$ cat src/rtl/serial_subtractor.sv
// serial_subtractor
//   Bit-serial WIDTH-bit subtractor computing a - b - bin, LSB first, one bit per clock.
//   A single full-subtractor cell with a registered borrow walks the operand shift registers.
//   The start/done handshake lets a controller issue back-to-back operations with no idle cycle.
//
// Ports
//   clk    in   rising-edge clock
//   rst_n  in   asynchronous active-low reset
//   start  in   request, sampled only when not busy (IDLE or DONE)
//   a      in   [WIDTH] minuend, captured on accepted start
//   b      in   [WIDTH] subtrahend, captured on accepted start
//   bin    in   borrow-in, captured on accepted start
//   busy   out  high while bits are being processed
//   done   out  one-cycle pulse; diff/bout valid from this cycle
//   diff   out  [WIDTH] (a - b - bin) mod 2^WIDTH, held until the next completion
//   bout   out  final borrow-out (1 when a < b + bin, unsigned)

module serial_subtractor #(
    parameter int unsigned WIDTH = 8
) (
    input  logic             clk,
    input  logic             rst_n,
    input  logic             start,
    input  logic [WIDTH-1:0] a,
    input  logic [WIDTH-1:0] b,
    input  logic             bin,
    output logic             busy,
    output logic             done,
    output logic [WIDTH-1:0] diff,
    output logic             bout
);

    localparam int unsigned CntW = (WIDTH > 1) ? $clog2(WIDTH) : 1;

    typedef enum logic [1:0] {
        StIdle,
        StRun,
        StDone
    } state_t;

    state_t           state_q;
    logic [WIDTH-1:0] a_q;
    logic [WIDTH-1:0] b_q;
    logic [WIDTH-1:0] res_q;
    logic             br_q;
    logic [CntW-1:0]  cnt_q;
    logic             busy_q;
    logic             done_q;
    logic [WIDTH-1:0] diff_q;
    logic             bout_q;

    logic             d;
    logic             br_next;
    logic             last;
    logic [WIDTH-1:0] res_next;

    // Full-subtractor cell on the current LSBs plus the result shift-in.
    always_comb begin
        d                 = a_q[0] ^ b_q[0] ^ br_q;
        br_next           = (~a_q[0] & b_q[0]) | (~(a_q[0] ^ b_q[0]) & br_q);
        res_next          = res_q >> 1;
        res_next[WIDTH-1] = d;
        last              = (cnt_q == CntW'(WIDTH - 1));
    end

    always_ff @(posedge clk or negedge rst_n) begin
        if (!rst_n) begin
            state_q <= StIdle;
            a_q     <= '0;
            b_q     <= '0;
            res_q   <= '0;
            br_q    <= 1'b0;
            cnt_q   <= '0;
            busy_q  <= 1'b0;
            done_q  <= 1'b0;
            diff_q  <= '0;
            bout_q  <= 1'b0;
        end else begin
            unique case (state_q)
                // DONE accepts start exactly like IDLE so operations can run back to back.
                StIdle, StDone: begin
                    done_q <= 1'b0;
                    if (start) begin
                        a_q     <= a;
                        b_q     <= b;
                        br_q    <= bin;
                        cnt_q   <= '0;
                        busy_q  <= 1'b1;
                        state_q <= StRun;
                    end else begin
                        state_q <= StIdle;
                    end
                end
                StRun: begin
                    a_q   <= a_q >> 1;
                    b_q   <= b_q >> 1;
                    br_q  <= br_next;
                    res_q <= res_next;
                    cnt_q <= cnt_q + CntW'(1);
                    if (last) begin
                        diff_q  <= res_next;
                        bout_q  <= br_next;
                        done_q  <= 1'b1;
                        busy_q  <= 1'b0;
                        state_q <= StDone;
                    end
                end
                default: begin
                    state_q <= StIdle;
                end
            endcase
        end
    end

    assign busy = busy_q;
    assign done = done_q;
    assign diff = diff_q;
    assign bout = bout_q;

endmodule

$ cat config.mk
export PLATFORM = sky130hd
export DESIGN_NAME = serial_subtractor
export DESIGN_NICKNAME = d
export VERILOG_FILES = /design/src/rtl/serial_subtractor.sv
export SDC_FILE = /design/constraint.sdc
export NUM_CORES = 1
export LEC_CHECK = 0
export BUFFER_PORTS_ARGS = -buffer_cell sky130_fd_sc_hd__buf_2
export CAP_MARGIN = 20
export CORE_ASPECT_RATIO = 0.9
export CORE_MARGIN = 2
export CORE_UTILIZATION = 55
export DETAILED_ROUTE_END_ITERATION = 8
export HOLD_SLACK_MARGIN = 0.12
export PLACE_DENSITY = 0.78
export REMOVE_ABC_BUFFERS = 1
export SLEW_MARGIN = 10
export SYNTH_ARGS = -nofsm -noshare
export SYNTH_HDL_FRONTEND = slang
export SYNTH_SLANG_ARGS = --single-unit
$ cat constraint.sdc
create_clock -name clk -period 1.7 [get_ports clk]
set_input_delay 0.17 -clock clk [delete_from_list [all_inputs] [get_ports clk]]
set_output_delay 0.17 -clock clk [all_outputs]
set_load 0.03 [all_outputs]
==> results.md, run 1 <==
- Outcome: completed
- WHS Endpoint: a_q[2]
- Area Growth Syn to Fin: 26.8%
- Rel. slew slack: 0.675
- Die Y: 58.2 um
- Flop pwr share: 0.388
- Fillers: 222
- Placed Area: 2010 sq um
- Post-synth top area share: 0.557
- Reg2Reg Depth: 5
- Startpoint Class: flop
- Internal power: 0.00286 W
- Post-route ant nets: 0
- Sw Ratio: 0.353
- Final hold viol count: 0
- Grt total ovfl: 0
- Number of setup buffers added after CTS: 0
- R2R Path End: diff[6]
- Die width: 64.2 um
- Cell count after synthesis: 148
- Clk sinks: 40
- Distinct cells, synth: 25
- WHS Path Cells: 3
- Max layer used: met4
- Fmax: 636 MHz
- Initial drt markers: 59
- Sw Pwr: 0.00156 W
- Worst clock skew: 0.00866 ns
- Worst Path Required: 1.93 ns
- Worst hold start: a[2]
- Pre-CTS setup slack: 0.156 ns
- Crit-path cells: ha_1, ha_1, nand3b_1, buf_12, mux2_2
- H-tree level count: 2
- MaxCap Viol Count: 0
- RSZ-0062 raised after global routing: false
- Met3 Wirelength: 134 um
- PnR worst setup slack: 0.127 ns
- Final-stage net count: 220
- Min-Delay Path Class: input pin to flop
- Total CTS buffers: 5
- Clk buf depth: 2
- Clk pwr share: 0.206
- Slew at the pin closest to its max-slew limit: 0.487 ns
- Final HPWL DP: 2270 um
- Die area: 3740 sq um
- Antenna fix cells: 0
- WP data arrival: 1.81 ns
- Gate power share: 0.406
- Max FO, Critical Path: 11
- IO buf count: 30
- VDD IR max: 0.000949 V
- Critical Path Slowest Stage Cell: dfrtp_1
- Final Max Tran Viols: 0
- Finish-stage setup viols: 0
- Critical path capture point type: flop
- Slowest stage delay, CP: 0.43 ns
- # IOs: 31
- Worst R2R Start: cnt_q[0]
- Share of cells above drive strength 1: 0.354
- YS warnings: 0
- Placed insts: 218
- Seq/Total Area, Yosys: 0.557
- GP Congestion: 0.697
- Final min period: 1.57 ns
- Most frequent cells in the layout: dfrtp_1 (40), buf_2 (30), mux2_2 (17)
- Setup slack, reg-to-reg: 0.13 ns
- Initial antenna violation count: 0
- #FFs+latches synth: 40
- Wire length on met1: 1420 um
- Syn avg cell area: 12.1 sq um
- P_leak: 1.04 nW
- Pre-antenna DRT Iters: 4
- GRT Util Overall: 0.196
- Final Instance Area: 2280 sq um
- Largest net degree at the start of global routing: 41
- Routed wl met2: 1720 um
- Yosys top cell by area: dfrtp_1
- Vias: 1291
- Worst-path clk slew: 0.12 ns
- Period Utilization, post-route: 0.925
- Per-cell routed wire length: 13.7 um
- Crit Path Class: flop to flop
- Cell mode on critical path: ha_1
- Vias in the first global route: 1297
- CTS tree: built
- Fin cells: 240
- Post-DR vias/cell: 5.38
- DRC: 0
- Initial core utilization: 0.581
- Root buffer cell: clkbuf_4
- FP Rows: 19
- Synthesized cell area: 1800 sq um
- Worst-Skew Late Latency: 0.35 ns
- Final wirelength: 3300 um
- Commonest non-fill, non-tap cell in the layout: dfrtp_1
- Pwr/cell area: 1940 nW/um^2
- Core area: 3090 sq um
- Top cells by area, synth: dfrtp_1 (56%), mux2_2 (11%), a21oi_2 (3.9%), mux2i_1 (3.9%), a211oi_1 (2.9%)
- First-pass GRT wire length: 5580 um
state kept, by name (all words and copies together), names as in the netlist:
signal,cells
bout,1
diff,8
state_q,2
busy,1
res_q,7
done,1
br_q,1
cnt_q,3
b_q,8
a_q,8
critical path: cells and delay by family (launching register included):
kind / cells / cell delay (ns)
DFF: 1 / 0.43
buffers and inverters: 1 / 0.14
and+or+nand+nor: 1 / 0.14
muxes: 1 / 0.33
adders and majority gates: 2 / 0.42
Yosys cell counts:
cell type	instances
a211oi_1	7
a21oi_1	8
a21oi_2	8
a22o_1	3
and2_1	1
buf_2	4
buf_6	2
clkbuf_1	3
dfrtp_1	40
fa_1	1
ha_1	2
inv_1	13
mux2_2	17
mux2i_1	7
nand2_1	1
nand2b_1	2
nand3_1	2
nand3b_1	1
nor2_1	2
nor2b_1	8
o21a_1	1
o21ai_0	5
o21bai_1	1
o22ai_1	8
xnor2_1	1
layer usage:
layer  track usage  vias up
met5             0        -
li1              -      627
met4        0.0790        0
met3        0.0427        5
met1         0.221      629
met2         0.365       30
power groups by stage:
stage	logic [W]	clock network, W	registers (W)
after CTS	0.00181	0.000924	0.00171
after global placement	0.00168	0	0.00170
after floorplan	0.00103	0	0.00193
after detailed placement	0.00178	0	0.00174
after global routing	0.00196	0.000970	0.00178
final	0.00179	0.000909	0.00172
timing repair:
item,in CTS,in global routing
hold endpoints to repair,52,1
hold buffers,13,1
resized for setup,0,0
cell type report:
cell class / instances / area [sq um] / area share
repair buffers: 51 / 355 / 0.156
flip-flops and latches: 40 / 1000 / 0.440
inverters: 13 / 48.8 / 0.0214
clock inverters: 3 / 90.1 / 0.0396
clock buffers: 5 / 37.5 / 0.0165
multi-input cells: 86 / 692 / 0.304
well taps: 42 / 52.6 / 0.0231
worst max path at each step:
stage	endpoint	slack [ns]	startpoint	depth (start not counted)
global route	diff[5]	0.09	cnt_q[0]	5
detailed placement	diff[6]	0.16	cnt_q[0]	5
floorplan	a_q[1]	-0.07	state_q[1]	3
CTS	diff[6]	0.13	cnt_q[0]	5
finish	diff[6]	0.13	cnt_q[0]	5
global placement	diff[6]	0.21	cnt_q[0]	5
per-stage QoR:
| step | hold slack, ns | util | TNS, ns | power [W] |
|---|---|---|---|---|
| 2_1_floorplan | -0.126 | - | -0.549 | 0.00296 |
| 3_3_place_gp | 0.244 | 0.650 | 0 | 0.00337 |
| 3_5_place_dp | 0.253 | 0.650 | 0 | 0.00351 |
| 4_1_cts | 0.121 | 0.734 | 0 | 0.00444 |
| 5_1_grt | 0.125 | 0.737 | 0 | 0.00471 |
| 6_report | 0.135 | 0.737 | 0 | 0.00442 |
logic make-up (layout without fill, tap and decap cells):
group,Yosys count,count (layout),synth area share
compound gates,41,41,0.155
xor+xnor,1,1,0.00488
fa+ha+maj,3,3,0.0251
buf+inv,22,72,0.0571
flops,40,40,0.557
mux,24,24,0.146
simple gates,17,17,0.0544
(Power assumes the default switching activity.)
==> inputs of run 2 (changes only) <==
CORE_MARGIN = default   (was 2)
==> results.md, run 2 (same netlist as run 1, synthesis figures left out) <==
- Fillers: 234 (was 222)
- Reg2Reg Depth: 5 (unchanged)
- IO buf count: 30 (unchanged)
- Per-cell routed wire length: 13.3 um (was 13.7 um)
- Met3 Wirelength: 119 um (was 134 um)
- Finish-stage setup viols: 0 (unchanged)
- Worst clock skew: 0.00443 ns (was 0.00866 ns)
- DRC: 0 (unchanged)
- Largest delay share family, worst path: flip-flops (unchanged)
- Crit-path cells: ha_1, ha_1, nand3b_1, buf_12, mux2_2 (unchanged)
- Final HPWL DP: 2200 um (was 2270 um)
- VDD IR max: 0.000903 V (was 0.000949 V)
- Min-Delay Path Class: input pin to flop (unchanged)
- WHS Endpoint: a_q[7] (was a_q[2])
- Grt total ovfl: 0 (unchanged)
- WP buf/inv: 1 (unchanged)
- Die area: 3500 sq um (was 3740 sq um)
- Critical path capture point type: flop (unchanged)
- Root buffer cell: clkbuf_4 (unchanged)
- Rel. slew slack: 0.671 (was 0.675)
- Slew at the pin closest to its max-slew limit: 0.493 ns (was 0.487 ns)
- Outcome: completed (unchanged)
- Final Max Tran Viols: 0 (unchanged)
- Largest net degree at the start of global routing: 41 (unchanged)
- Routed wl met2: 1590 um (was 1720 um)
- WHS Path Cells: 3 (unchanged)
- Period Utilization, post-route: 0.915 (was 0.925)
- Post-DR vias/cell: 5.20 (was 5.38)
- H-tree level count: 2 (unchanged)
- R2R Path End: diff[1] (was diff[6])
- GRT Util Overall: 0.203 (was 0.196)
- P_leak: 1.02 nW (was 1.04 nW)
- Initial antenna violation count: 0 (unchanged)
- Most frequent cells in the layout: dfrtp_1 (40), buf_2 (30), mux2_2 (17) (unchanged)
- WP data arrival: 1.79 ns (was 1.81 ns)
- Critical Path Slowest Stage Cell: dfrtp_1 (unchanged)
- Vias: 1252 (was 1291)
- Worst Path Required: 1.94 ns (was 1.93 ns)
- Max layer used: met4 (unchanged)
- Worst-path clk slew: 0.12 ns (about the same)
- Setup slack, reg-to-reg: 0.14 ns (was 0.13 ns)
- Core area: 3090 sq um (unchanged)
- Worst R2R Start: cnt_q[0] (unchanged)
- Worst hold start: a[7] (was a[2])
- Post-route ant nets: 0 (unchanged)
- Pwr/cell area: 1790 nW/um^2 (was 1940 nW/um^2)
- Worst-Skew Late Latency: 0.34 ns (was 0.35 ns)
- Layout Utilization: 0.719 (was 0.737)
- Share of cells above drive strength 1: 0.352 (was 0.354)
- FP Rows: 19 (unchanged)
- Initial core utilization: 0.581 (unchanged)
- Final wirelength: 3210 um (was 3300 um)
- Wire length on met1: 1460 um (was 1420 um)
- Die Y: 56.2 um (was 58.2 um)
- CTS tree: built (unchanged)
- # IOs: 31 (unchanged)
- RSZ-0062 raised after global routing: false (unchanged)
- Die width: 62.2 um (was 64.2 um)
- Commonest non-fill, non-tap cell in the layout: dfrtp_1 (unchanged)
- Pre-antenna DRT Iters: 4 (unchanged)
- Total CTS buffers: 5 (unchanged)
- Placed Area: 2010 sq um (unchanged)
- MaxCap Viol Count: 0 (unchanged)
- Antenna fix cells: 0 (unchanged)
- Area of the multi-input gates: 692 sq um (unchanged)
- Slowest stage delay, CP: 0.43 ns (about the same)
- Vias in the first global route: 1275 (was 1297)
- Final min period: 1.56 ns (was 1.57 ns)
- Startpoint Class: flop (unchanged)
- Clk buf depth: 2 (unchanged)
- Max FO, Critical Path: 11 (unchanged)
- Final Instance Area: 2220 sq um (was 2280 sq um)
- Clk sinks: 40 (unchanged)
- Final-stage net count: 221 (was 220)
- Initial drt markers: 46 (was 59)
- Area Growth Syn to Fin: 23.7% (was 26.8%)
- Crit Path Class: flop to flop (unchanged)
- Sequential cell area: 1000 sq um (unchanged)
- Final hold viol count: 0 (unchanged)
- First-pass GRT wire length: 5450 um (was 5580 um)
- GP Congestion: 0.685 (was 0.697)
- Post-CTS resize count: 0 (unchanged)
- Fmax: 643 MHz (was 636 MHz)
- Cell mode on critical path: ha_1 (unchanged)
run 2: how the worst max path moves through the flow:
stage	endpoint	start	cells past startpoint	slack, ns
final	diff[1]	cnt_q[0]	5	0.14
after global routing	a_q[4]	state_q[0]	3	0.11
after CTS	diff[5]	cnt_q[0]	5	0.14
after detailed placement	diff[5]	cnt_q[0]	5	0.16
after global placement	diff[6]	cnt_q[0]	5	0.21
after floorplan	a_q[1]	state_q[1]	3	-0.07
run 2: area by class of cell:
type | count | share of cell area
Sequential cell | 40 | 0.451
Multi-Input combinational cell | 86 | 0.312
Timing Repair Buffer | 52 | 0.165
Tap cell | 42 | 0.0237
Clock buffer | 6 | 0.0231
Inverter | 13 | 0.0220
Clock inverter | 2 | 0.00451
run 2: power by group:
group          switching [W]  internal [W]
sequential          0.000314       0.00141
combinational       0.000913      0.000836
clock               0.000306      0.000197
total                0.00153       0.00244
run 2: timing repair:
item	CTS	global route
hold buffers	15	0
hold endpoints to repair	54	0
setup buffers	0	0
run 2: layer usage:
metal / up-vias / track usage
met5: - / 0
met4: 0 / 0.0897
met3: 5 / 0.0369
met2: 27 / 0.358
met1: 601 / 0.245
li1: 619 / -
run 2: tightest hold or removal path, stage by stage:
cell     delay, ns
buf_2         0.07
mux2i_1       0.05
o21ai_0       0.14
run 2: per-stage QoR:
step | hold WS [ns] | cells | power (W) | setup slack [ns] | TNS, ns
after floorplan | -0.126 | 139 | 0.00296 | -0.0686 | -0.549
after global placement | 0.245 | 218 | 0.00338 | 0.205 | 0
after detailed placement | 0.249 | 218 | 0.00349 | 0.156 | 0
after CTS | 0.121 | 241 | 0.00401 | 0.140 | 0
after global routing | 0.156 | 241 | 0.00426 | 0.107 | 0
final | 0.125 | 241 | 0.00397 | 0.145 | 0
==> inputs of run 3 (changes only) <==
CORE_MARGIN = 1.5   (was default)
CORE_UTILIZATION = 49   (was 55)
GPL_ROUTABILITY_DRIVEN = 1   (was default)
PLACE_DENSITY = 0.74   (was 0.78)
clock period = 1.3 ns   (was 1.7 ns; I/O delays follow)
==> results.md, run 3 (same netlist as run 1, synthesis figures left out) <==
- Startpoint Class: flop (unchanged)
- Grt total ovfl: 0 (unchanged)
- Slew at the pin closest to its max-slew limit: 0.451 ns (was 0.493 ns)
- Root buffer cell: clkbuf_8 (was clkbuf_4)
- Vias in the first global route: 1322 (was 1275)
- Vias: 1290 (was 1252)
- Initial core utilization: 0.524 (was 0.581)
- FP Rows: 20 (was 19)
- H-tree level count: 2 (unchanged)
- Commonest non-fill, non-tap cell in the layout: dfrtp_1 (unchanged)
- MaxCap Viol Count: 0 (unchanged)
- Worst-Skew Late Latency: 0.30 ns (was 0.34 ns)
- GRT Util Overall: 0.213 (was 0.203)
- VDD IR max: 0.00129 V (was 0.000903 V)
- Post-route ant nets: 0 (unchanged)
- Reg2Reg Depth: 5 (unchanged)
- Worst-path clk slew: 0.08 ns (was 0.12 ns)
- DRC: 0 (unchanged)
- First-pass GRT wire length: 6260 um (was 5450 um)
- Crit Path Class: flop to flop (unchanged)
- IO buf count: 30 (unchanged)
- R2R Path End: diff[4] (was diff[1])
- Initial drt markers: 57 (was 46)
- Antenna fix cells: 0 (unchanged)
- Final hold viol count: 0 (unchanged)
- Max FO, Critical Path: 6 (was 11)
- Fin Hold WS: 0.122 ns (was 0.125 ns)
- Worst Path Required: 1.49 ns (was 1.94 ns)
- Initial antenna violation count: 0 (unchanged)
- P_leak: 1.12 nW (was 1.02 nW)
- Total CTS buffers: 5 (unchanged)
- Area Growth Syn to Fin: 32.3% (was 23.7%)
- Per-cell routed wire length: 15.2 um (was 13.3 um)
- Period Utilization, post-route: 1.14 (was 0.915)
- Final Max Tran Viols: 0 (unchanged)
- Fin cells: 249 (was 241)
- Finish-stage setup viols: 9 (was 0)
- Final min period: 1.48 ns (was 1.56 ns)
- Setup crit end: diff[4] (was diff[1])
- Largest net degree at the start of global routing: 23 (was 41)
- Fmax: 675 MHz (was 643 MHz)
- Final-stage net count: 227 (was 221)
- Critical path capture point type: flop (unchanged)
- Pwr/cell area: 2550 nW/um^2 (was 1790 nW/um^2)
- Placed insts: 228 (was 218)
- Share of cells above drive strength 1: 0.434 (was 0.352)
- PnR worst setup slack: -0.182 ns (was 0.145 ns)
- Most frequent cells in the layout: dfrtp_1 (40), buf_2 (30), buf_4 (18) (was dfrtp_1 (40), buf_2 (30), mux2_2 (17))
- Pre-antenna DRT Iters: 4 (unchanged)
- Die width: 66.8 um (was 62.2 um)
- Clk buf depth: 2 (unchanged)
- Met3 Wirelength: 149 um (was 119 um)
- Final HPWL DP: 2520 um (was 2200 um)
- Clk sinks: 40 (unchanged)
- RSZ-0062 raised after global routing: true (was false)
- Max layer used: met4 (unchanged)
- Routed wl met2: 1950 um (was 1590 um)
- Worst R2R Start: cnt_q[0] (unchanged)
- Post-DR vias/cell: 5.18 (was 5.20)
- Outcome: finished with violations (was completed)
- Die Y: 60.4 um (was 56.2 um)
- Setup slack, reg-to-reg: -0.18 ns (was 0.14 ns)
- Rel. slew slack: 0.699 (was 0.671)
- GP Congestion: 0.741 (was 0.685)
- Wire length on met1: 1650 um (was 1460 um)
- Min-Delay Path Class: input pin to flop (unchanged)
- Pre-CTS setup slack: -0.230 ns (was 0.156 ns)
- Total power: 0.00607 W (was 0.00397 W)
- WP data arrival: 1.67 ns (was 1.79 ns)
- Failing checks: negative setup slack
- Worst clock skew: 0.00833 ns (was 0.00443 ns)
- CP startpoint: cnt_q[0] (unchanged)
- # IOs: 31 (unchanged)
- Final wirelength: 3780 um (was 3210 um)
- CTS tree: built (unchanged)
- Die area: 4040 sq um (was 3500 sq um)
- Core area: 3430 sq um (was 3090 sq um)
## run 3: worst min path at each step
stage | startpoint | to | cells past startpoint | slack, ns
after CTS | b[3] | b_q[3] | 3 | 0.12
after global routing | a[4] | a_q[4] | 3 | 0.12
final | b[3] | b_q[3] | 3 | 0.12
after detailed placement | rst_n | diff[3] | 1 | 0.10
after global placement | rst_n | diff[3] | 1 | 0.09
after floorplan | rst_n | a_q[0] | 0 | -0.17
## run 3: where the power goes
group / internal, W / leakage (nW) / switching [W] / total, W
Sequential: 0.00185 / 0.473 / 0.000417 / 0.00226
Clock: 0.000578 / 0.0583 / 0.000447 / 0.00103
Combinational: 0.00141 / 0.588 / 0.00136 / 0.00278
Total: 0.00384 / 1.12 / 0.00223 / 0.00607
## run 3: timing repair
item | CTS | global route
gates cloned | 1 | 0
buffers inserted | 4 | 3
resized for setup | 12 | 7
setup endpoints to repair | 13 | 22
hold buffers | 7 | 0
endpoints found under the hold margin | 38 | 0
pin swaps | 2 | 1
## run 3: layer usage
layer / GRT usage / vias up
li1: - / 626
met1: 0.265 / 627
met2: 0.371 / 32
met3: 0.0668 / 5
met4: 0.0437 / 0
met5: 0 / -
## run 3: layout make-up
cell class / instances / area (sq um)
clock inverter: 3 / 47.5
timing repair buffer: 58 / 398
fill: 263 / 1050
multi-input combinational: 86 / 756
clock buffer: 5 / 68.8
tap: 44 / 55.1
inverter: 13 / 48.8
sequential: 40 / 1000
## run 3: metrics by stage
stage               setup TNS [ns]  utilization  area (sq um)
floorplan                    -8.29            -          1740
global placement             -1.27        0.608          2080
detailed placement           -1.97        0.608          2080
CTS                          -1.73        0.692          2370
global route                 -1.88        0.693          2370
finish                       -1.42        0.693          2370
## run 3: worst max-delay path, stage by stage, from the launching register on
cell	delay, ns
dfrtp_1	0.43
ha_4	0.18
ha_4	0.15
nand3b_1	0.13
buf_6	0.17
mux2_4	0.31
